==> src/rtl/dmem_arbiter.sv <==
`default_nettype none
// ============================================================================
//  Module      : dmem_arbiter
//  Description : Two-port arbiter in front of the single-port synchronous data
//                memory. Port C (core load/store) has fixed priority. Port D
//                (DMA/debug) is force-granted once it has been refused
//                MAX_WAIT cycles in a row. One access is issued per cycle.
//                Read data comes back one cycle after the grant and is steered
//                to the port that issued the read.
//  Revision    : 1.0 - initial release
// ----------------------------------------------------------------------------
//  Parameters
//    ADDR_WIDTH  byte-address width of the data memory (>= 3)
//    MAX_WAIT    refused cycles after which D wins over C (>= 1)
//  Ports
//    clk, rst                 clock; asynchronous active-high reset
//    c_req_i/c_we_i/c_addr_i/c_wdata_i/c_be_i
//                             core request (held until c_gnt_o)
//    c_gnt_o                  core request accepted this cycle (combinational)
//    c_rvalid_o/c_rdata_o     core read response (rdata is 0 when not valid)
//    d_*                      DMA/debug port, same set and meaning as c_*
//    mem_re_o/mem_we_o        memory read / write strobes
//    mem_addr_o               word-aligned memory address
//    mem_wdata_o/mem_be_o     memory write data / byte enables
//    mem_rdata_i              memory read data, valid the cycle after mem_re_o
//  Build option
//    DMEM_ARB_PERF_EN         adds conflict_cnt_o and dstarve_cnt_o counters
// ============================================================================
module dmem_arbiter #(
    parameter int ADDR_WIDTH = 10,
    parameter int MAX_WAIT   = 4
) (
    input  logic                  clk,
    input  logic                  rst,
    // core port
    input  logic                  c_req_i,
    input  logic                  c_we_i,
    input  logic [ADDR_WIDTH-1:0] c_addr_i,
    input  logic [31:0]           c_wdata_i,
    input  logic [3:0]            c_be_i,
    output logic                  c_gnt_o,
    output logic                  c_rvalid_o,
    output logic [31:0]           c_rdata_o,
    // DMA / debug port
    input  logic                  d_req_i,
    input  logic                  d_we_i,
    input  logic [ADDR_WIDTH-1:0] d_addr_i,
    input  logic [31:0]           d_wdata_i,
    input  logic [3:0]            d_be_i,
    output logic                  d_gnt_o,
    output logic                  d_rvalid_o,
    output logic [31:0]           d_rdata_o,
`ifdef DMEM_ARB_PERF_EN
    // performance counters
    output logic [31:0]           conflict_cnt_o,
    output logic [31:0]           dstarve_cnt_o,
`endif
    // memory side
    output logic                  mem_re_o,
    output logic                  mem_we_o,
    output logic [ADDR_WIDTH-1:0] mem_addr_o,
    output logic [31:0]           mem_wdata_o,
    output logic [3:0]            mem_be_o,
    input  logic [31:0]           mem_rdata_i
);

    // ------------------------------------------------------------------------
    // Constants
    // ------------------------------------------------------------------------
    localparam int                c_WAIT_W   = $clog2(MAX_WAIT + 1);
    localparam logic [c_WAIT_W-1:0] c_MAX_WAIT = c_WAIT_W'(MAX_WAIT);

    // Owner of the read whose data arrives from memory in the current cycle.
    typedef enum logic [1:0] {
        OWN_NONE = 2'd0,
        OWN_C    = 2'd1,
        OWN_D    = 2'd2
    } owner_t;

    // ------------------------------------------------------------------------
    // State
    // ------------------------------------------------------------------------
    logic [c_WAIT_W-1:0] r_wait_cnt;
    owner_t              r_rd_owner;
    logic                r_c_rvalid;
    logic                r_d_rvalid;

    // ------------------------------------------------------------------------
    // Arbitration
    // ------------------------------------------------------------------------
    logic w_starved;
    logic w_c_gnt;
    logic w_d_gnt;
    logic w_conflict;

    // The counter saturates at MAX_WAIT, so equality is the starvation test.
    assign w_starved  = (r_wait_cnt == c_MAX_WAIT);
    assign w_conflict = c_req_i & d_req_i;

    // Grants are masked while reset is held so that no access reaches the
    // memory during reset even if a requester keeps its request up.
    assign w_c_gnt = ~rst & c_req_i & ~(d_req_i & w_starved);
    assign w_d_gnt = ~rst & d_req_i & ~w_c_gnt;

    assign c_gnt_o = w_c_gnt;
    assign d_gnt_o = w_d_gnt;

    // ------------------------------------------------------------------------
    // Memory request mux. Everything is zero when nobody is granted.
    // ------------------------------------------------------------------------
    always_comb begin
        mem_re_o    = 1'b0;
        mem_we_o    = 1'b0;
        mem_addr_o  = '0;
        mem_wdata_o = '0;
        mem_be_o    = '0;
        if (w_c_gnt) begin
            mem_re_o    = ~c_we_i;
            mem_we_o    = c_we_i;
            mem_addr_o  = {c_addr_i[ADDR_WIDTH-1:2], 2'b00};
            mem_wdata_o = c_wdata_i;
            mem_be_o    = c_be_i;
        end else if (w_d_gnt) begin
            mem_re_o    = ~d_we_i;
            mem_we_o    = d_we_i;
            mem_addr_o  = {d_addr_i[ADDR_WIDTH-1:2], 2'b00};
            mem_wdata_o = d_wdata_i;
            mem_be_o    = d_be_i;
        end
    end

    // Byte-lane bits of the request address are not used by a word memory.
    logic w_unused_addr_lsbs;
    assign w_unused_addr_lsbs = ^{c_addr_i[1:0], d_addr_i[1:0]};

    // ------------------------------------------------------------------------
    // Read-owner tracking and starvation counter.
    // rvalid flags are registered alongside the owner so the response
    // strobes come straight from flops.
    // ------------------------------------------------------------------------
    always_ff @(posedge clk or posedge rst) begin
        if (rst) begin
            r_wait_cnt <= '0;
            r_rd_owner <= OWN_NONE;
            r_c_rvalid <= 1'b0;
            r_d_rvalid <= 1'b0;
        end else begin
            // Owner of next cycle's memory read data
            if (w_c_gnt && !c_we_i) begin
                r_rd_owner <= OWN_C;
                r_c_rvalid <= 1'b1;
                r_d_rvalid <= 1'b0;
            end else if (w_d_gnt && !d_we_i) begin
                r_rd_owner <= OWN_D;
                r_c_rvalid <= 1'b0;
                r_d_rvalid <= 1'b1;
            end else begin
                r_rd_owner <= OWN_NONE;
                r_c_rvalid <= 1'b0;
                r_d_rvalid <= 1'b0;
            end

            // Counts consecutive refused D cycles, saturating at MAX_WAIT.
            if (!d_req_i || w_d_gnt) begin
                r_wait_cnt <= '0;
            end else if (r_wait_cnt != c_MAX_WAIT) begin
                r_wait_cnt <= r_wait_cnt + 1'b1;
            end
        end
    end

    // ------------------------------------------------------------------------
    // Read response steering
    // ------------------------------------------------------------------------
    assign c_rvalid_o = r_c_rvalid;
    assign d_rvalid_o = r_d_rvalid;
    assign c_rdata_o  = r_c_rvalid ? mem_rdata_i : 32'h0;
    assign d_rdata_o  = r_d_rvalid ? mem_rdata_i : 32'h0;

    // The owner encoding mirrors the rvalid flags; it is kept as a readable
    // debug/state view of where the in-flight read belongs.
    logic w_unused_owner;
    assign w_unused_owner = ^r_rd_owner;

`ifdef DMEM_ARB_PERF_EN
    // ------------------------------------------------------------------------
    // Performance counters (wrap naturally at 2^32)
    // ------------------------------------------------------------------------
    logic        w_forced_d;
    logic [31:0] r_conflict_cnt;
    logic [31:0] r_dstarve_cnt;

    // A forced grant is a D grant taken while C was also asking.
    assign w_forced_d = w_d_gnt & c_req_i;

    always_ff @(posedge clk or posedge rst) begin
        if (rst) begin
            r_conflict_cnt <= 32'h0;
            r_dstarve_cnt  <= 32'h0;
        end else begin
            if (w_conflict) begin
                r_conflict_cnt <= r_conflict_cnt + 32'h1;
            end
            if (w_forced_d) begin
                r_dstarve_cnt <= r_dstarve_cnt + 32'h1;
            end
        end
    end

    assign conflict_cnt_o = r_conflict_cnt;
    assign dstarve_cnt_o  = r_dstarve_cnt;
`else
    logic w_unused_conflict;
    assign w_unused_conflict = w_conflict;
`endif

endmodule

`default_nettype wire

==> config.mk <==
export PLATFORM = sky130hd
export DESIGN_NAME = dmem_arbiter
export DESIGN_NICKNAME = d
export VERILOG_FILES = /design/src/rtl/dmem_arbiter.sv
export SDC_FILE = /design/constraint.sdc
export NUM_CORES = 1
export LEC_CHECK = 0
export BUFFER_PORTS_ARGS = -buffer_cell sky130_fd_sc_hd__buf_2
export CORE_AREA = 4 4 93 95
export DETAILED_ROUTE_END_ITERATION = 12
export DIE_AREA = 0 0 97 99
export MAX_ROUTING_LAYER = met4
export PLACE_DENSITY = 0.62
export SLEW_MARGIN = 20
export SYNTH_ARGS = -nofsm -noshare
export SYNTH_HDL_FRONTEND = slang
export SYNTH_SLANG_ARGS = --single-unit
==> constraint.sdc <==
create_clock -name clk -period 3.6 [get_ports clk]
set_input_delay 0.18 -clock clk [delete_from_list [all_inputs] [get_ports clk]]
set_output_delay 0.18 -clock clk [all_outputs]
set_load 0.01 [all_outputs]
# Word level (Yosys, flattened, before mapping)
# Cells that the tools add are included.
[op_classes]
add_sub_neg = 1
n_eq_ne = 2
n_mux = 17
n_bitwise = 10
reduce_logical = 7
[ops]
columns = ["op", "n"]
rows = [
  ["two-way mux 32 bit", 4],
  ["two-way mux 10 bit", 2],
  ["two-way mux 4 bit", 2],
  ["two-way mux 1 bit", 7],
  ["two-way mux 3 bit", 2],
  ["bitwise AND 1 bit", 5],
  ["NOT 1 bit", 5],
  ["adder 3 x 1 -> 3 bit (second input constant)", 1],
  ["equality test 3 bit (second input constant)", 1],
  ["logical NOT 1 bit", 3],
  ["!= test 3 bit (second input constant)", 1],
  ["logical AND 1 bit", 2],
  ["nonzero test 2 bit", 1],
  ["logical OR 1 bit", 1],
]
[word_totals]
reg_bits = 5
inputBits = 130
out_inout_bits = 116
elab_cells = 40

# Logic depth before layout (Yosys ltp)
# Gate-level depths: netlist (run 1).
[depth]
word_depth = 9
mapped_depth = 7
ltp_nobuf = 6

# Worst setup path before layout (run 1)
# No wires, ideal clock.
[synth_path]
path_type = "reg-to-output"
startpoint = "register r_wait_cnt[0]"
endpoint = "output mem_we_o"
t_arrival_ns = 1.372
required_time_ns = 3.420
path_slack_ns = 2.048
stages_incl_launch_ff = 7
path_buffers = 1
path_cell_list = "dfrtp_1 -> inv_1 -> ha_1 -> nand3_1 -> and3_4 -> buf_2 -> mux2i_1"
[synth_via]
elab_chain_len = 8
[synth_rtl]
columns = ["item", "line", "source"]
rows = [
  ["start: declaration", "83", "logic [c_WAIT_W-1:0] r_wait_cnt;"],
  ["start signal: assignment", "167", "r_wait_cnt <= r_wait_cnt + 1'b1;"],
  ["equality test 3 bit (*)", "97", "assign w_starved = (r_wait_cnt == c_MAX_WAIT);"],
  ["bitwise AND 1 bit (*)", "102", "assign w_c_gnt = ~rst & c_req_i & ~(d_req_i & w_starved);"],
  ["NOT 1 bit (*)", "102", ""],
  ["bitwise AND 1 bit (*)", "102", ""],
  ["via c_gnt_o", "41", "output logic c_gnt_o,"],
  ["NOT 1 bit", "103", "assign w_d_gnt = ~rst & d_req_i & ~w_c_gnt;"],
  ["bitwise AND 1 bit", "103", ""],
  ["two-way mux 1 bit", "123", "end else if (w_d_gnt) begin"],
  ["two-way mux 1 bit (*)", "117", "if (w_c_gnt) begin"],
  ["end: declaration", "60", "output logic mem_we_o,"],
]
# Mark *: on every way through the listed nets, which the timed path passes. The rest lies on a longest branch.

# Worst setup path in the final report (run 1)
[layout_path]
startpoint = "input rst"
endpoint = "output mem_wdata_o[21]"
[layout_via]
elab_chain_len = 7
elab_cells_between_ends = 8
classes_between = "mux (2); bitwise (6)"
[layout_rtl]
columns = ["item", "line", "source"]
rows = [
  ["start: declaration", "34", "input logic rst,"],
  ["NOT 1 bit (*)", "102, 103", ""],
  ["bitwise AND 1 bit (2 in series)", "102", ""],
  ["NOT 1 bit", "103", ""],
  ["bitwise AND 1 bit", "103", ""],
  ["two-way mux 32 bit", "123", ""],
  ["two-way mux 32 bit (*)", "117", ""],
  ["end: declaration", "62", "output logic [31:0] mem_wdata_o,"],
]
# Every way passes the cells marked *; elsewhere a longest branch is shown, timed or not.

==> results.cfg, run 1 <==
[clock_tree]
htree_levels = 1
cts_tree = built
clk_path_buf_depth = 2
cts-resized-gates = 0
root_buffer = clkbuf_8
cts_buffers = 3
cts.clk_slew.worst_paths_ps = 40
cts_sinks = 5
clkLatencyLatePin_ps = 220

[placement]
placed_area_sq_mm = 0.00242
dp_hpwl_mm = 5.77
gp_congestion = 0.840
port_buffers = 239

[logic_synthesis]
netlist.area_leader.share = 0.334
ys_ff_latch = 5
yosysUniqueCellTypes = 24
synth_edf_count = 0
yosys_warnings = 0
ys.flop_type = dfrtp_1
synth_common_cells = 65 x and2_1, 44 x a22o_1, 7 x buf_6, 7 x clkbuf_1, 5 x dfrtp_1
synth-async-reset-ratio = 1.00
synth.area.top_cells = and2_1 33%, a22o_1 32%, dfrtp_1 10%, buf_6 6.5%, clkbuf_1 2.2%
syn_inst = 154
synth_top_area_cell = and2_1
seq_area_frac_synth = 0.103
syn_area_per_cell_sq_um = 7.91
yosysMostFrequentCell = and2_1
netlist_area_sq_mm = 0.00122

[global_route]
grt_pass1_vias = 1965
antenna_found_initial = 0
overflow = 0
grt_pass1_wl_mm = 9.67
track_usage = 0.123
grt_max_degree = 49

[pwr]
powerDensity_mw_per_mm2 = 160
ir_worst_vdd_mv = 0.0953
leakagePower_uw = 0.00163

[cells_and_area]
fillers = 845
drive_gt1_frac = 0.644
area_growth_pct = 103
antenna-diode-count = 0
seqCellArea_sq_um = 125
multi_input_area_sq_um = 947
fin_nets = 515
design_area_sq_mm = 0.00247

[routing]
num_vias = 2050
ant_nets = 0
viasPerCell = 4.24
post-route-drc-count = 0
totalWireLength_mm = 6.49
first_pass_iters = 3
wire_per_inst_microns = 13.4
detail_route.iter0.violations = 38

[floorplanning]
ios = 246
initial_core_util = 0.158
die_height_microns = 99
core_sq_mm = 0.00773
die_area_sq_mm = 0.00960
fp.dieW_microns = 97
rows = 32

[timing]
fin_crit_sh = 0.603
final.setup.tns_ps = 0
slew_violations = 0
setup_viol = 0
skew_ps = 2.95
rsz0062_at_grt = false
worst_pin_slew_ps = 712
maxSlewHeadroom = 0.526
fin_crit_ps = 2170
max_freq_mhz = 461
final_hold_viol_count = 0

[setup_path]
start_kind = primary input
path_class = primary input to output port
endpoint_kind = output port
path_max_fanout = 48
cp_data_required_time_ps = 3420
worstPathArrival_ps = 1990

[status]
outcome = finished clean

[min_path]
hold_class = primary input to register

[job]
drv_cap = 0
==> worst max-delay path, stage by stage <==
cell and delay (ps):
dlygate4sd3_1 530, buf_2 120, inv_1 190, and3_4 550
a22o_1 240, buf_2 140
==> final cells by class <==
cell class | count | area share
sequential | 5 | 0.0506
multi-input combinational | 128 | 0.383
tap | 102 | 0.0516
clock buffer | 4 | 0.0182
timing repair buffer | 240 | 0.487
inverter | 5 | 0.00961
==> metrics by stage <==
stage | hold slack (ps) | instances | utilization | setup WS [ps] | power [uW]
4_1_cts | 141 | 484 | 0.320 | 1380 | 404
5_1_grt | 148 | 484 | 0.320 | 1280 | 429
2_1_floorplan | -24.3 | 155 | - | 2050 | 176
3_5_place_dp | 123 | 479 | 0.313 | 1730 | 297
3_3_place_gp | 114 | 479 | 0.313 | 1790 | 293
6_report | 146 | 484 | 0.320 | 1430 | 397
==> power by group <==
part / switching (uW) / total, uW / internal (uW)
Sequential: 7.33 / 67.8 / 60.4
Combinational: 106 / 226 / 121
Clock: 26.5 / 102 / 75.9
==> state kept, by name, summed over array words and instances (netlist names) <==
signal      count
c_rvalid_o      1
r_wait_cnt      3
d_rvalid_o      1
==> layout by cell type (no fill, tap or decap), types with 2 or more instances in the layout <==
master    count
clkbuf_8      3
and3_1        2
conb_1        2
nand3_1       2
dfrtp_1       5
buf_2       239
a22o_1       44
and2_1       65
inv_1         4
ha_1          2
==> metal layers <==
layer  GRT usage  routed length [microns]  share of wire  vias to the layer above
met5           -                        0              0                        -
met4      0.0216                       58         0.0089                        0
met3      0.0304                      746           0.12                        4
met2       0.226                     3260           0.50                      150
met1       0.135                     2420           0.37                      896
li1            -                        -              -                     1000
==> path summary, 6_finish.rpt <==
path,startpoint,to,slack [ps],cells past startpoint
hold / removal,d_we_i,d_rvalid_o$_DFF_PP0_,150,2
min in group asynchronous,rst,c_rvalid_o$_DFF_PP0_,430,3
setup / recovery,rst,mem_wdata_o[21],1430,6
setup reg to reg,r_wait_cnt[0]$_DFFE_PP0P_,c_rvalid_o$_DFF_PP0_,2110,5
max in group asynchronous,rst,r_wait_cnt[1]$_DFFE_PP0P_,2970,3
hold reg to reg,r_wait_cnt[2]$_DFFE_PP0P_,r_wait_cnt[2]$_DFFE_PP0P_,650,1
==> logic make-up after synthesis <==
group / Yosys count / synth area share
other cells: 1 / 0.00308
xor+xnor: 1 / 0.00720
compound gates: 47 / 0.345
fa+ha+maj: 2 / 0.0206
simple gates: 74 / 0.381
buf+inv: 22 / 0.122
flops: 5 / 0.103
mux: 2 / 0.0175
==> timing repair <==
item / 4_1_cts / 5_1_grt
hold buffers: 1 / 0
buffers inserted: 0 / 0
endpoints found under the hold margin: 5 / 0
(Power assumes the default switching activity.)
==> run 2, diff against run 1 <==
--- a/config.mk
+++ b/config.mk
@@ -6,11 +6,11 @@
 export NUM_CORES = 1
 export LEC_CHECK = 0
 export BUFFER_PORTS_ARGS = -buffer_cell sky130_fd_sc_hd__buf_2
-export CORE_AREA = 4 4 93 95
+export CORE_AREA = 4 4 94 96
 export DETAILED_ROUTE_END_ITERATION = 12
-export DIE_AREA = 0 0 97 99
+export DIE_AREA = 0 0 98 100
 export MAX_ROUTING_LAYER = met4
-export PLACE_DENSITY = 0.62
+export PLACE_DENSITY = 0.61
 export SLEW_MARGIN = 20
 export SYNTH_ARGS = -nofsm -noshare
 export SYNTH_HDL_FRONTEND = slang
==> constraint.sdc (replaced) <==
create_clock -name clk -period 2.2 [get_ports clk]
set_input_delay 0.11 -clock clk [delete_from_list [all_inputs] [get_ports clk]]
set_output_delay 0.11 -clock clk [all_outputs]
set_load 0.01 [all_outputs]
==> run 2 against run 1 <==
- register-to-register slack lost 1500 ps
- worst hold slack lost 68 ps
- final cell count grew 0.83%
- first-iteration DRC count grew 63%
- clock power grew 67%
- sequential power grew 64%
- sequential share of layout area is essentially flat
- count of clock-buffer cells in the layout is the same
- die area grew 2.1%
- power grew 66%
- global-route usage shrank 0.15 points
- combinational power grew 68%
==> results.cfg, run 2 (synthesis results as in run 1) <==
[clock_tree]
cts_sinks = 5
cts.clk_slew.worst_paths_ps = 40
cts_buffers = 3
htree_levels = 1
cts-resized-gates = 0
root_buffer = clkbuf_8
clkLatencyLatePin_ps = 220
cts_tree = built
clk_path_buf_depth = 2

[min_path]
min_to = d_rvalid_o$_DFF_PP0_
hold_class = primary input to register
holdPathStages = 2
hold_start = d_we_i

[timing]
final_hold_viol_count = 0
max_freq_mhz = 492
rsz0062_at_grt = false
worst_pin_slew_ps = 749
fin_crit_sh = 0.924
skew_ps = 2.57
fin_crit_ps = 2030
final.setup.tns_ps = 0
slew_violations = 0
setup_viol = 0
maxSlewHeadroom = 0.501

[routing]
detail_route.iter0.violations = 62
wire_per_inst_microns = 14.2
num_vias = 2075
totalWireLength_mm = 6.92
ant_nets = 0
first_pass_iters = 4
post-route-drc-count = 0
viasPerCell = 4.25

[floorplanning]
rows = 33
ios = 246
core_sq_mm = 0.00805
fp.dieW_microns = 98
initial_core_util = 0.151
die_area_sq_mm = 0.00980
die_height_microns = 100

[global_route]
grtUsageMet1 = 0.135
grt_use_met2 = 0.219
grt_pass1_wl_mm = 9.54
top_usage_layer = met2
track_usage = 0.121
grt_max_degree = 49
gr-usage-met3 = 0.0306
grt_pass1_vias = 1934
overflow = 0
antenna_found_initial = 0

[pwr]
p_total_uw = 660
leakagePower_uw = 0.00164
ir_worst_vdd_mv = 0.132
powerDensity_mw_per_mm2 = 265

[setup_path]
start_kind = primary input
timing.rr.end = c_rvalid_o$_DFF_PP0_
r2r_start = r_wait_cnt[0]$_DFFE_PP0P_
worstPathArrival_ps = 1920
path_max_fanout = 24
r2r_cells = 5
endpoint_kind = output port
cp_data_required_time_ps = 2090
reg2reg_slack_ps = 600
path_class = primary input to output port

[cells_and_area]
largest_reg_flops = 3
multi_input_area_sq_um = 955
drive_gt1_frac = 0.645
final_cell_mix = 239 x buf_2, 65 x and2_1, 44 x a22o_1
fillers = 888
largest_register = r_wait_cnt
fin_nets = 516
seqCellArea_sq_um = 125
fin_util = 0.309
layout_commonest_cell = buf_2
area_growth_pct = 104
antenna-diode-count = 0

[placement]
dp_hpwl_mm = 5.85
port_buffers = 239
gp_congestion = 0.830

[job]
drv_cap = 0

[status]
outcome = finished clean
[run 2: area by class of cell]
type,instances,share of cell area
Clock buffer,4,0.0181
Inverter,5,0.00956
Multi-Input combinational cell,129,0.384
Sequential cell,5,0.0503
Tap cell,105,0.0528
Timing Repair Buffer,240,0.485
[run 2: worst max-delay path: stages]
cell and delay (ps):
dlygate4sd3_1 530, buf_2 120, inv_1 240, and3_2 570
a22o_1 210, buf_2 130
[run 2: what timing repair did]
item,CTS,global route
endpoints found under the hold margin,5,0
endpoints found under the setup margin,0,1
setup buffers,0,0
hold buffers,1,0
[run 2: worst max-delay path by stage]
stage                                         start              end  slack, ps  depth (start not counted)
after floorplan           r_wait_cnt[0]$_DFFE_PP0P_         mem_we_o        720                          6
after global placement    r_wait_cnt[0]$_DFFE_PP0P_      mem_be_o[2]        450                          7
after detailed placement  r_wait_cnt[0]$_DFFE_PP0P_  mem_wdata_o[28]        420                          7
after CTS                                       rst  mem_wdata_o[28]        130                          6
after global routing                            rst   mem_wdata_o[0]         10                          6
final                                           rst   mem_wdata_o[8]        170                          6
[run 2: layer usage]
metal	vias up	wire length (microns)
met2	162	3420
li1	1000	-
met4	0	73
met5	-	0
met1	909	2490
met3	4	931
[run 2: per-stage QoR]
stage	hold WS [ps]	instance area, sq um	setup slack (ps)	cells
2_1_floorplan	-94.3	1220	718	155
3_3_place_gp	48.1	2420	454	482
3_5_place_dp	51.0	2420	423	482
4_1_cts	70.5	2480	126	487
5_1_grt	98.3	2490	11.0	488
6_report	77.6	2490	167	488
[run 2: report_power, final]
part           switching (uW)  total (uW)  leakage (uW)  internal (uW)
Combinational             181         380       0.00155            198
Sequential               11.9         111     0.0000670           98.9
Clock                    45.2         170     0.0000228            124
==> run 3, diff against run 2 <==
--- a/config.mk
+++ b/config.mk
@@ -5,12 +5,14 @@
 export SDC_FILE = /design/constraint.sdc
 export NUM_CORES = 1
 export LEC_CHECK = 0
+export ABC_AREA = 1
 export BUFFER_PORTS_ARGS = -buffer_cell sky130_fd_sc_hd__buf_2
 export CORE_AREA = 4 4 94 96
 export DETAILED_ROUTE_END_ITERATION = 12
 export DIE_AREA = 0 0 98 100
+export GPL_ROUTABILITY_DRIVEN = 0
 export MAX_ROUTING_LAYER = met4
-export PLACE_DENSITY = 0.61
+export PLACE_DENSITY = 0.64
 export SLEW_MARGIN = 20
 export SYNTH_ARGS = -nofsm -noshare
 export SYNTH_HDL_FRONTEND = slang
==> run 3 against run 2 <==
- non-clock buffer count up 3
- routed wire length down 8.4%
- setup slack better by 110 ps
- area after synthesis up 18%
- via count up 20%
- synthesized cell count up 110%
- global-route usage down 0.31 points
- critical endpoint is now mem_wdata_o[17]
- highest routed layer unchanged
==> results.cfg, run 3 <==
[timing]
skew_ps = 1.06
max_freq_mhz = 520
rsz0062_at_grt = false
fin_crit_sh = 0.874
fin_crit_ps = 1920
final_hold_viol_count = 0
slew_violations = 0
setup_viol = 0
final.setup.tns_ps = 0

[global_route]
grt_pass1_vias = 2320
overflow = 0
grt_pass1_wl_mm = 9.76
track_usage = 0.118
grt_max_degree = 46
antenna_found_initial = 0

[logic_synthesis]
yosysUniqueCellTypes = 19
synth.area.top_cells = nand2_1 51%, inv_1 19%, dfrtp_1 8.7%, nand2_2 4.4%, buf_4 3.1%
syn_inst = 317
seq_area_frac_synth = 0.0871
synth-async-reset-ratio = 1.00
synth_top_area_cell = nand2_1
syn_area_per_cell_sq_um = 4.53
yosys_warnings = 0
ys_ff_latch = 5
netlist.area_leader.share = 0.507
ys.flop_type = dfrtp_1
synth_edf_count = 0
synth_common_cells = 194 x nand2_1, 73 x inv_1, 10 x nand2_2
yosysMostFrequentCell = nand2_1
netlist_area_sq_mm = 0.00144

[setup_path]
start_kind = register
path_class = register to output port
crit_path_top_delay_cell = dfrtp_1
timing.rr.end = r_wait_cnt[2]$_DFFE_PP0P_
startpoint = r_wait_cnt[0]$_DFFE_PP0P_
crit_path_max_incr_delay_ps = 370
endpoint = mem_wdata_o[17]
worstPathArrival_ps = 1810
path_cells = inv_1, ha_1, nand3_2, nand2_2, inv_2, buf_4, nand2_1, nand2_1, buf_2
r2r_cells = 7
cpMostUsedCell = nand2_1
reg2reg_slack_ps = 1020
endpoint_kind = output port
path_max_fanout = 45
r2r_start = r_wait_cnt[0]$_DFFE_PP0P_
cp_data_required_time_ps = 2090

[clock_tree]
cts.clk_slew.worst_paths_ps = 30
htree_levels = 1
cts_buffers = 3
cts_tree = built
post_cts_buffers = 0
clkLatencyLatePin_ps = 220
cts-resized-gates = 0
cts_sinks = 5
root_buffer = clkbuf_8
clk_path_buf_depth = 2

[cells_and_area]
fin_nets = 682
largest_reg_flops = 3
drive_gt1_frac = 0.474
seqCellArea_sq_um = 125
final_cell_mix = 239 x buf_2, 194 x nand2_1, 73 x inv_1
multi_input_area_sq_um = 905
layout_commonest_cell = buf_2
largest_register = r_wait_cnt
fillers = 902
antenna-diode-count = 0
final_cells = 654
area_growth_pct = 89.6

[routing]
wire_per_inst_microns = 9.68
num_vias = 2497
viasPerCell = 3.82
totalWireLength_mm = 6.33
post-route-drc-count = 0
ant_nets = 0
detail_route.iter0.violations = 33
first_pass_iters = 6

[pwr]
p_total_uw = 690
ir_worst_vdd_mv = 0.141
powerDensity_mw_per_mm2 = 253
leakagePower_uw = 0.00237

[min_path]
hold_start = c_we_i
hold_class = primary input to register

[placement]
dp_cells = 649
dp_hpwl_mm = 5.67
port_buffers = 239

[floorplanning]
initial_core_util = 0.178
fp.dieW_microns = 98
die_height_microns = 100
rows = 33
die_area_sq_mm = 0.00980
core_sq_mm = 0.00805
ios = 246

[status]
outcome = finished clean

[job]
drv_cap = 0
## run 3: cell types whose count changed after synthesis, sizes merged, moves of 3 or more
cell / delta
a22o: -44
and2: -65
and3: -3
inv: +70
nand2: +204
nor2: +6
o21ai: +3
## run 3: worst min path at each step
stage               slack (ps)              endpoint  cells after the start
global route                70  c_rvalid_o$_DFF_PP0_                      2
CTS                         50  c_rvalid_o$_DFF_PP0_                      2
finish                      50  c_rvalid_o$_DFF_PP0_                      2
floorplan                 -100  c_rvalid_o$_DFF_PP0_                      1
global placement            60  c_rvalid_o$_DFF_PP0_                      2
detailed placement          70  d_rvalid_o$_DFF_PP0_                      2
## run 3: logic make-up (layout without fill, tap and decap cells)
family,after synthesis,after routing,synth area share
adder cells (fa/ha/maj),2,2,0.0174
AO/OA/AOI/OAI,4,4,0.0157
buffers and inverters,91,322,0.286
other,1,2,0.00261
XOR/XNOR,1,1,0.00610
flip-flops,5,5,0.0871
AND/OR/NAND/NOR,213,213,0.585
## run 3: stage by stage
stage                     area, sq um   util  setup slack, ps  hold WS, ps
after floorplan                  1440      -              861         -103
after global placement           2670  0.331              519         61.8
after detailed placement         2670  0.331              498         67.3
after CTS                        2720  0.338              253         49.7
after global routing             2720  0.338              106         69.5
final                            2720  0.338              278         49.2
## run 3: cell type report
class                   count  share of cell area
well taps                 105              0.0482
flip-flops and latches      5              0.0459
clock buffers               4              0.0165
repair buffers            243               0.451
inverters                  75               0.106
multi-input cells         222               0.332
## run 3: where the power goes
part / switching, uW / internal, uW / leakage [uW]
registers: 4.85 / 98.8 / 0.0000672
logic: 228 / 190 / 0.00228
clock network: 43.6 / 124 / 0.0000228
## run 3: timing repair
item | in CTS | in global routing
hold buffers | 1 | 0
endpoints found under the hold margin | 5 | 0
endpoints found under the setup margin | 0 | 0
## run 3: worst max-delay path, delay by kind of cell, from the launching register on
| kind | cells | cell delay (ps) |
|---|---|---|
| AND/OR/NAND/NOR | 4 | 380 |
| buffers and inverters | 4 | 600 |
| adder cells (fa/ha/maj) | 1 | 220 |
| flip-flops | 1 | 370 |
## run 3: per-layer routing
layer,part of all wire,global-route usage,up-vias
met1,0.36,0.121,1006
li1,-,-,1329
met5,0,-,-
met2,0.51,0.232,156
met4,0.015,0.0362,0
met3,0.12,0.0160,6
